<file path="src/rtl/ram_port_arbiter.sv">
// ram_port_arbiter: round-robin arbiter that shares one single-port synchronous RAM
//   between requester 0 (pipeline MEM stage) and requester 1 (debug/loader port).
// Latency: req sampled in IDLE at edge N -> ack high in the cycle after edge N+1;
//   every transaction walks IDLE -> ACCESS -> RESP, so at most one per 3 cycles.
// Backpressure: requesters hold req as a level until their one-cycle ack; req and
//   command inputs are only looked at in IDLE, so a busy arbiter simply stalls them.
//
// Ports:
//   clk, rst                 clock (rising edge) and asynchronous active-high reset
//   mX_req/rw/sel/addr/wdata requester X command (rw: 1 = write, 0 = read)
//   mX_ack, mX_rdata         requester X one-cycle completion strobe and read data
//   ram_rw/sel/addr/data_in  command to the RAM, stable through ACCESS
//   ram_data_out             RAM registered read data (updated on the falling edge)
//   busy                     high in ACCESS and RESP
//   grant_id                 owner of the current or most recent transaction
//   m0_count, m1_count       saturating completed-transaction counters

module ram_port_arbiter #(
  parameter int CNT_W = 16
) (
  input  logic             clk,
  input  logic             rst,

  input  logic             m0_req,
  input  logic             m0_rw,
  input  logic [3:0]       m0_sel,
  input  logic [9:0]       m0_addr,
  input  logic [31:0]      m0_wdata,
  output logic             m0_ack,
  output logic [31:0]      m0_rdata,

  input  logic             m1_req,
  input  logic             m1_rw,
  input  logic [3:0]       m1_sel,
  input  logic [9:0]       m1_addr,
  input  logic [31:0]      m1_wdata,
  output logic             m1_ack,
  output logic [31:0]      m1_rdata,

  output logic             ram_rw,
  output logic [3:0]       ram_sel,
  output logic [9:0]       ram_addr,
  output logic [31:0]      ram_data_in,
  input  logic [31:0]      ram_data_out,

  output logic             busy,
  output logic             grant_id,
  output logic [CNT_W-1:0] m0_count,
  output logic [CNT_W-1:0] m1_count
);

  typedef enum logic [1:0] {
    IDLE   = 2'd0,
    ACCESS = 2'd1,
    RESP   = 2'd2
  } state_t;

  localparam logic [CNT_W-1:0] CNT_MAX = '1;
  localparam logic [CNT_W-1:0] CNT_ONE = CNT_W'(1);

  state_t       state;
  state_t       state_nxt;
  logic         load_cmd;

  logic         win_id;
  logic         any_req;

  logic         cmd_rw;
  logic [3:0]   cmd_sel;
  logic [9:0]   cmd_addr;
  logic [31:0]  cmd_wdata;

  logic         in_access;
  logic         in_resp;

  // ------------------------------------------------------------------
  // Arbitration. On a tie the requester that did NOT own the last
  // transaction wins; grant_id resets to 1 so requester 0 takes the
  // first tie after reset.
  // ------------------------------------------------------------------
  assign any_req = m0_req | m1_req;

  always_comb begin
    win_id = 1'b0;
    if (m0_req && m1_req) begin
      win_id = ~grant_id;
    end else if (m1_req) begin
      win_id = 1'b1;
    end
  end

  // ------------------------------------------------------------------
  // FSM
  // ------------------------------------------------------------------
  always_ff @(posedge clk or posedge rst) begin
    if (rst) begin
      state <= IDLE;
    end else begin
      state <= state_nxt;
    end
  end

  always_comb begin
    state_nxt = state;
    load_cmd  = 1'b0;
    case (state)
      IDLE: begin
        if (any_req) begin
          state_nxt = ACCESS;
          load_cmd  = 1'b1;
        end
      end
      ACCESS:  state_nxt = RESP;
      RESP:    state_nxt = IDLE;
      default: state_nxt = IDLE;
    endcase
  end

  assign in_access = (state == ACCESS);
  assign in_resp   = (state == RESP);

  // ------------------------------------------------------------------
  // Command capture. The winner's command is frozen on the IDLE->ACCESS
  // edge, so requesters are free to change their inputs afterwards.
  // ------------------------------------------------------------------
  always_ff @(posedge clk or posedge rst) begin
    if (rst) begin
      grant_id  <= 1'b1;
      cmd_rw    <= 1'b0;
      cmd_sel   <= 4'b0000;
      cmd_addr  <= 10'd0;
      cmd_wdata <= 32'd0;
    end else if (load_cmd) begin
      grant_id  <= win_id;
      cmd_rw    <= win_id ? m1_rw    : m0_rw;
      cmd_sel   <= win_id ? m1_sel   : m0_sel;
      cmd_addr  <= win_id ? m1_addr  : m0_addr;
      cmd_wdata <= win_id ? m1_wdata : m0_wdata;
    end
  end

  // ------------------------------------------------------------------
  // RAM side. The RAM samples on the falling edge, so the command is
  // held for all of ACCESS and is fully settled by mid-cycle. Write
  // enable and lane select are forced low elsewhere so the RAM never
  // sees a stray access; address/data just keep their last value.
  // Lane select goes through untouched, whatever the pattern.
  // ------------------------------------------------------------------
  assign ram_rw      = in_access & cmd_rw;
  assign ram_sel     = in_access ? cmd_sel : 4'b0000;
  assign ram_addr    = cmd_addr;
  assign ram_data_in = cmd_wdata;

  // ------------------------------------------------------------------
  // Requester side. The RAM's registered data (updated during ACCESS)
  // is stable throughout RESP, so it is steered straight through.
  // ------------------------------------------------------------------
  assign busy   = in_access | in_resp;
  assign m0_ack = in_resp & ~grant_id;
  assign m1_ack = in_resp &  grant_id;

  assign m0_rdata = (m0_ack && !cmd_rw) ? ram_data_out : 32'd0;
  assign m1_rdata = (m1_ack && !cmd_rw) ? ram_data_out : 32'd0;

  // ------------------------------------------------------------------
  // Completed-transaction counters, saturating at all-ones. They bump
  // on the edge that ends RESP, so an aborted (reset) transaction is
  // never counted.
  // ------------------------------------------------------------------
  always_ff @(posedge clk or posedge rst) begin
    if (rst) begin
      m0_count <= '0;
    end else if (m0_ack && (m0_count != CNT_MAX)) begin
      m0_count <= m0_count + CNT_ONE;
    end
  end

  always_ff @(posedge clk or posedge rst) begin
    if (rst) begin
      m1_count <= '0;
    end else if (m1_ack && (m1_count != CNT_MAX)) begin
      m1_count <= m1_count + CNT_ONE;
    end
  end

  // ------------------------------------------------------------------
  // Structural invariants
  // ------------------------------------------------------------------
  a_ack_onehot: assert property (@(posedge clk) disable iff (rst)
    !(m0_ack && m1_ack));

  a_ram_quiet: assert property (@(posedge clk) disable iff (rst)
    !in_access |-> (!ram_rw && (ram_sel == 4'b0000)));

endmodule

</file>
<file path="config.mk">
export PLATFORM = sky130hd
export DESIGN_NAME = ram_port_arbiter
export DESIGN_NICKNAME = d
export VERILOG_FILES = /design/src/rtl/ram_port_arbiter.sv
export SDC_FILE = /design/constraint.sdc
export NUM_CORES = 1
export LEC_CHECK = 0
export ABC_CLOCK_PERIOD_IN_PS = 3000
export CORE_MARGIN = 2
export CORE_UTILIZATION = 37
export CTS_BUF_LIST = sky130_fd_sc_hd__clkbuf_16
export DETAILED_ROUTE_END_ITERATION = 10
export PLACE_DENSITY = 0.78
export SLEW_MARGIN = 30
export SYNTH_ARGS = -nofsm -noshare
export SYNTH_HDL_FRONTEND = slang
export SYNTH_SLANG_ARGS = --single-unit
</file>
<file path="constraint.sdc">
create_clock -name clk -period 3 [get_ports clk]
set_input_delay 0.6 -clock clk [delete_from_list [all_inputs] [get_ports clk]]
set_output_delay 0.6 -clock clk [all_outputs]
set_load 0.005 [all_outputs]
</file>
==> summary.md, run 1 <==
| Metric | Value |
|---|---|
| Post-synthesis net count | 581 |
| PwrDens | 659 nW/um^2 |
| Most frequent cell after synthesis | dfrtp_1 |
| Die Wd | about 110 um |
| Unique masters post-synth | 42 |
| FFs w/ async S/R, synth | 1.00 |
| VDD IR max | approximately 0.34 mV |
| Fin nets | between 800 and 900 |
| Total track usage | 0.207 |
| Top-area cell type share of the netlist area | 0.461 |
| Avg WL per Cell | between 15 and 20 um |
| Vias in the first global route | roughly 4200 |
| First-pass GRT wire length | 21100 um |
| Mapped Area | roughly 4400 sq um |
| Clock Skew | 5.87 ps |
| Startpoint Class | flop |
| Worst-skew pair later-pin latency | 330 ps |
| Worst-path fanout max | 32 |
| Actual slew at the worst max-slew pin | 577 ps |
| Ys flop type | dfrtp_1 |
| R2R depth | 6 |
| Busiest metal layer after global routing | met2 |
| Initial antenna violation count | 0 |
| RSZ-0062 raised after global routing | no |
| Largest cells by area after synthesis | dfrtp_1 46%, mux2i_1 11%, and2_1 9.8% |
| Antenna Violating Nets Remaining | 0 |
| Fillers | 929 |
| Hold depth | 2 |
| Buffers on Ports | around 280 |
| Final setup fails | 0 |
| Row count | 39 |
| Largest net degree at the start of global routing | 73 |
| Via/cell ratio | approximately 4.9 |
| Syn. warnings | 0 |
| Clock Sinks | roughly 80 |
| Vias | 4211 |
| Crit path from | state[0] |
| First-pass DRT Iterations | 10 |
| Synthesis-to-finish area growth | 73.6% |
| Hold path start | cmd_sel[2] |
| DRC Markers | 20 |
| Post-Syn Instances | ~450 |
| Initial drt markers | 145 |
| Final hold vios | 0 |
| Met3 GRT Util | 0.0637 |
| Die height | 113 um |
| Reg area | roughly 2000 sq um |
| EDFF count, synth | 0 |
| Status | finished, violations left |
| Critical path class | flop to output port |
| CTS tree | yes |
| Final Cycle Share | 0.931 |
| Placed cells | 850 |
| Max-slew headroom | 0.615 |
| Hold Crit Class | flop to flop |
| Top cells by instance count after synthesis | 81 x dfrtp_1, 69 x and2_1, 58 x nand2_1 |
| Routing usage on met2 | 0.375 |
| Starting Density | 0.382 |
| Post-DP HPWL | around 11000 um |
| Die Area | roughly 13000 sq um |
| IO Pins | ~280 |
| Core Area | 11500 sq um |
| Synthesized flop and latch total | between 80 and 90 |
| Num CTS Buffers | 9 |
| Worst Path Required | between 2000 and 2500 ps |
| Ant. Diodes | 0 |
| Post-synth top area cell | dfrtp_1 |
| CP Capture Type | output port |
| DRT Wirelength | roughly 13000 um |
| Reg-to-Reg Start | state[0] |
| Final Wtd Congestion | roughly 0.91 |
| Fin cells | 866 |
| Root Buffer | clkbuf_16 |
| Failing checks | DRC |
| Post CTS Setup Buffer Count | 0 |
| Post-Synthesis Mean Instance Area | a little under 10 sq um |
| Max-slew violations | 0 |
| Setup TNS Final | 0 ps |
| CTS H-Tree Depth | 3 |
| Layout cells sized above 1 | 0.0470 |
| Leak pwr | 3.24 nW |
| Clock transition at path regs | 60 ps |
| Met1 Use GR | 0.228 |
| Fmax | approximately 360 MHz |
| CTS Buffer Depth | 2 |
| Max-cap violations | 0 |
| Arrival time at the worst endpoint | 2190 ps |
| Area of the multi-input gates | between 2000 and 2500 sq um |
| CTS Hold Bufs | 0 |
| GR Overflow Total | 0 |
| Sequential area share after synthesis | 0.467 |
| Period minus WS final | 2790 ps |
[power by group]
group | total, mW | internal [mW] | switching (mW)
combinational | 2.22 | 1.32 | 0.903
clock | 1.04 | 0.628 | 0.410
sequential | 1.77 | 1.50 | 0.267
[per-stage QoR]
step	power, mW	utilization	setup WS (ps)	hold WS (ps)	area, sq um
floorplan	2.62	-	293	442	4400
global placement	3.96	0.638	555	460	7350
global route	5.39	0.663	3.55	498	7630
finish	5.03	0.663	207	473	7630
CTS	5.09	0.662	122	478	7620
detailed placement	4.03	0.638	484	464	7350
[layer usage]
layer,vias up,part of all wire
met3,15,0.090
met5,-,0
met2,189,0.53
met1,1928,0.37
met4,0,0.016
li1,2079,-
[state kept, by name (all words and copies together), names as in the netlist]
name         flops
ram_data_in     32
m0_count        16
m1_count        16
ram_addr        10
cmd_sel          4
state            2
cmd_rw           1
grant_id         1
[area by class of cell]
type | count | share of cell area
Timing Repair Buffer | 284 | 0.374
Sequential cell | 82 | 0.269
Clock inverter | 7 | 0.00705
Tap cell | 143 | 0.0234
Clock buffer | 9 | 0.0295
Multi-Input combinational cell | 335 | 0.294
Inverter | 6 | 0.00311
[path summary, 6_finish.rpt]
kind	endpoint	slack, ps
setup / recovery	m1_rdata[1]	210
hold / removal	cmd_sel[2]	470
setup reg to reg	m0_count[15]	1200
hold reg to reg	cmd_sel[2]	470
max in group asynchronous	m1_count[0]	1710
min in group asynchronous	ram_addr[7]	630
[logic make-up after synthesis]
family	count (synthesis)	synth area share
buf+inv	28	0.0284
compound gates	64	0.0782
xor+xnor	24	0.0478
mux	50	0.115
simple gates	191	0.247
fa+ha+maj	6	0.0171
flops	82	0.467
[layout by cell type, fill, tap and decap left out, types with 2 or more instances in the layout]
cell type        instances
nand3_1                 16
and3_1                   2
dfrtp_1                 81
buf_6                    2
buf_4                    4
nor4_1                   2
mux2i_1                 47
xnor2_1                 13
clkinv_2                 2
and4_1                   3
mux2_1                   3
nand2_1                 58
a31oi_1                  4
o21a_1                   2
and4b_1                  2
inv_1                    7
and2_1                  69
a21oi_1                  5
buf_12                   2
o21ai_0                 44
ha_1                     5
nor3_1                   4
clkdlybuf4s50_1        276
clkbuf_16                9
nand4_1                 11
nor2_1                  11
nor4_2                   2
clkinv_1                 3
o21ai_1                  4
xor2_1                  11
[critical path: stages (launching register included)]
cell	delay, ps
dfrtp_1	400
inv_1	110
ha_2	230
nand2_1	90
nor2_1	140
buf_6	220
and2_1	160
clkdlybuf4s50_1	510
[timing repair]
action                                  CTS  global route
gates resized for setup                   0             3
endpoints found under the hold margin     0             0
endpoints found under the setup margin    0            58
Power figures use the tool's default switching activity.
==> inputs of run 2 (changes only) <==
CORE_ASPECT_RATIO = 1.2   (was default)
==> run 2 against run 1 <==
Compared with the run above:
- the flow now finishes without violations
- hold slack better by 2.0 ps
- sequential power about the same
- clock power down 9.9%
- largest cell class unchanged
- largest power group unchanged
==> summary.md, run 2 (synthesized netlist as in run 1, its figures left out) <==
| Metric | Value |
|---|---|
| Initial antenna violation count | 4 (+4) |
| Die Wd | 104 um (-8.4%) |
| Setup WS pre-CTS | 470 ps (-14.4 ps) |
| Worst reg2reg endpoint | m1_count[11] |
| CP bufs+invs | 3 (unchanged) |
| Final setup fails | 0 (unchanged) |
| RSZ-0062 raised after global routing | no |
| Reg-to-Reg Start | state[0] |
| Arrival time at the worst endpoint | 2230 ps (+40 ps) |
| Max incr delay on CP | 520 ps (about the same) |
| CTS Hold Bufs | 0 (unchanged) |
| Family with the most delay on the worst path | buffers and inverters |
| CTS H-Tree Depth | 3 (unchanged) |
| Post CTS Setup Buffer Count | 0 (unchanged) |
| Worst-path fanout max | 32 (unchanged) |
| Worst Hold Path EP | cmd_sel[0] |
| Leak pwr | 3.23 nW (-0.15%) |
| Startpoint Class | flop |
| CTS tree | yes |
| Hold Crit Class | flop to flop |
| Vias in the first global route | 4284 (+2.3%) |
| Hold path start | cmd_sel[0] |
| Num CTS Buffers | 9 (unchanged) |
| Most frequent cells in the layout | 276 x clkdlybuf4s50_1, 81 x dfrtp_1, 69 x and2_1 |
| R2R depth | 6 (unchanged) |
| Die height | 123 um (+9.2%) |
| Setup TNS Final | 0 ps (unchanged) |
| Max-cap violations | 0 (unchanged) |
| Post-route setup slack | 171 ps (-36.2 ps) |
| Placed cells | 861 (+1.3%) |
| Clock Sinks | 82 (unchanged) |
| Avg WL per Cell | 16.1 um (+6.1%) |
| Die Area | 12800 sq um (about the same) |
| Worst-skew pair later-pin latency | 330 ps (about the same) |
| Period minus WS final | 2830 ps (+36.2 ps) |
| Max-slew headroom | 0.745 (+0.130) |
| DRT Wirelength | 14100 um (+7.8%) |
| Status | completed |
| Largest net degree at the start of global routing | 95 (+30%) |
| CP Cell Sequence | inv_1, ha_1, nand2_1, nor2_1, buf_6, and2_1, clkdlybuf4s50_1 |
| Root Buffer | clkbuf_16 |
| Util after Layout | 0.659 (-0.00413) |
| Antenna Violating Nets Remaining | 0 (unchanged) |
| Reg2Reg Setup Slack | 1160 ps (-40 ps) |
| Starting Density | 0.380 (-0.00169) |
| Clock transition at path regs | 60 ps (about the same) |
| First-pass DRT Iterations | 4 (-6) |
| Row count | 43 (+10%) |
| Hold WS | 475 ps (+2.01 ps) |
| Most common cell after layout, fill and taps aside | clkdlybuf4s50_1 |
| Crit-path slowest cell | clkdlybuf4s50_1 |
| Buffers on Ports | 276 (unchanged) |
| Actual slew at the worst max-slew pin | 380 ps (-198 ps) |
| Hold depth | 2 (unchanged) |
| Synthesis-to-finish area growth | 73.3% |
| Critical path class | flop to output port |
| VDD IR max | 0.374 mV (+9.1%) |
| Fin nets | 851 (-0.35%) |
| Critical path depth | 7 (unchanged) |
| PwrDens | 648 nW/um^2 (-1.6%) |
| Final Wtd Congestion | 0.869 (-4.5%) |
| First-pass GRT wire length | 21800 um (+3.2%) |
| Clock Skew | 5.32 ps (-0.551 ps) |
| IO Pins | 277 (unchanged) |
| Initial drt markers | 113 (-22%) |
| Total track usage | 0.219 (+0.0123) |
| Via/cell ratio | 4.87 (+0.19%) |
| Post-DP HPWL | 11600 um (+8.0%) |
| PostCTS Resize Cnt | 0 (unchanged) |
| Fmax | 353 MHz (-1.3%) |
| Worst Path Required | 2400 ps (about the same) |
| CP Capture Type | output port |
| Max reg flops | 32 (unchanged) |
| Final Cycle Share | 0.943 (+0.0121) |
| Fin cells | 880 (+1.6%) |
| Max-slew violations | 0 (unchanged) |
| Fillers | 961 (+3.4%) |
| Vias | 4287 (+1.8%) |
| GR Overflow Total | 0 (unchanged) |
| Final hold vios | 0 (unchanged) |
| Core Area | 11600 sq um (+0.45%) |
| Layout cells sized above 1 | 0.0403 (-0.00675) |
| CTS Buffer Depth | 2 (unchanged) |
| DRC Markers | 0 (-100%) |
## run 2: changes by cell type in the layout (fill, tap and decap cells not counted)
cell / change
bufinv_16: -1
inv_1: +4
ha_2: -1
diode_2: +3
ha_1: +1
clkinv_1: -3
buf_4: -4
buf_12: +1
## run 2: through the flow
step | total power [mW] | instance area [sq um]
CTS | 5.01 | 7610
finish | 4.94 | 7620
floorplan | 2.62 | 4400
detailed placement | 4.05 | 7350
global route | 5.28 | 7610
global placement | 3.97 | 7350
## run 2: cell type report
cell class                 instances  area, sq um  share of cell area
antenna                            3         7.51            0.000985
sequential                        82         2050               0.269
timing repair buffer             281         2850               0.373
clock buffer                       9          225              0.0296
tap                              157          196              0.0258
clock inverter                     7         27.5             0.00361
multi-input combinational        335         2240               0.294
inverter                           6         23.8             0.00312
## run 2: worst max path at each step
stage / startpoint / endpoint / slack, ps
finish: state[0] / m1_rdata[10] / 170
global route: state[0] / m1_rdata[18] / 20
CTS: state[0] / m0_rdata[11] / 110
detailed placement: state[0] / m0_rdata[11] / 470
global placement: state[0] / m0_rdata[11] / 540
floorplan: rst / cmd_rw / 290
## run 2: tightest hold or removal path: cells and delay by family (launching register included)
kind	cells	cell delay, ps
DFF	1	330
AOI/OAI and AO/OA	1	60
and+or+nand+nor	1	50
## run 2: power breakdown
group / total [mW] / internal, mW / leakage (nW) / switching [mW]
logic: 2.23 / 1.32 / 2.04 / 0.907
registers: 1.77 / 1.50 / 1.05 / 0.272
clock network: 0.937 / 0.540 / 0.147 / 0.397
total: 4.94 / 3.36 / 3.23 / 1.58
## run 2: layer usage
metal	vias up	wire, um	global-route usage
met5	-	8	0
met4	2	335	0.0769
met3	23	1460	0.0901
met2	208	7120	0.399
met1	1987	5210	0.230
li1	2067	-	-
==> inputs of run 3 (changes only) <==
TNS_END_PERCENT = 10   (was default)
==> results of run 3 <==
The final DEF is identical to that of run 2; final timing and power are the same.
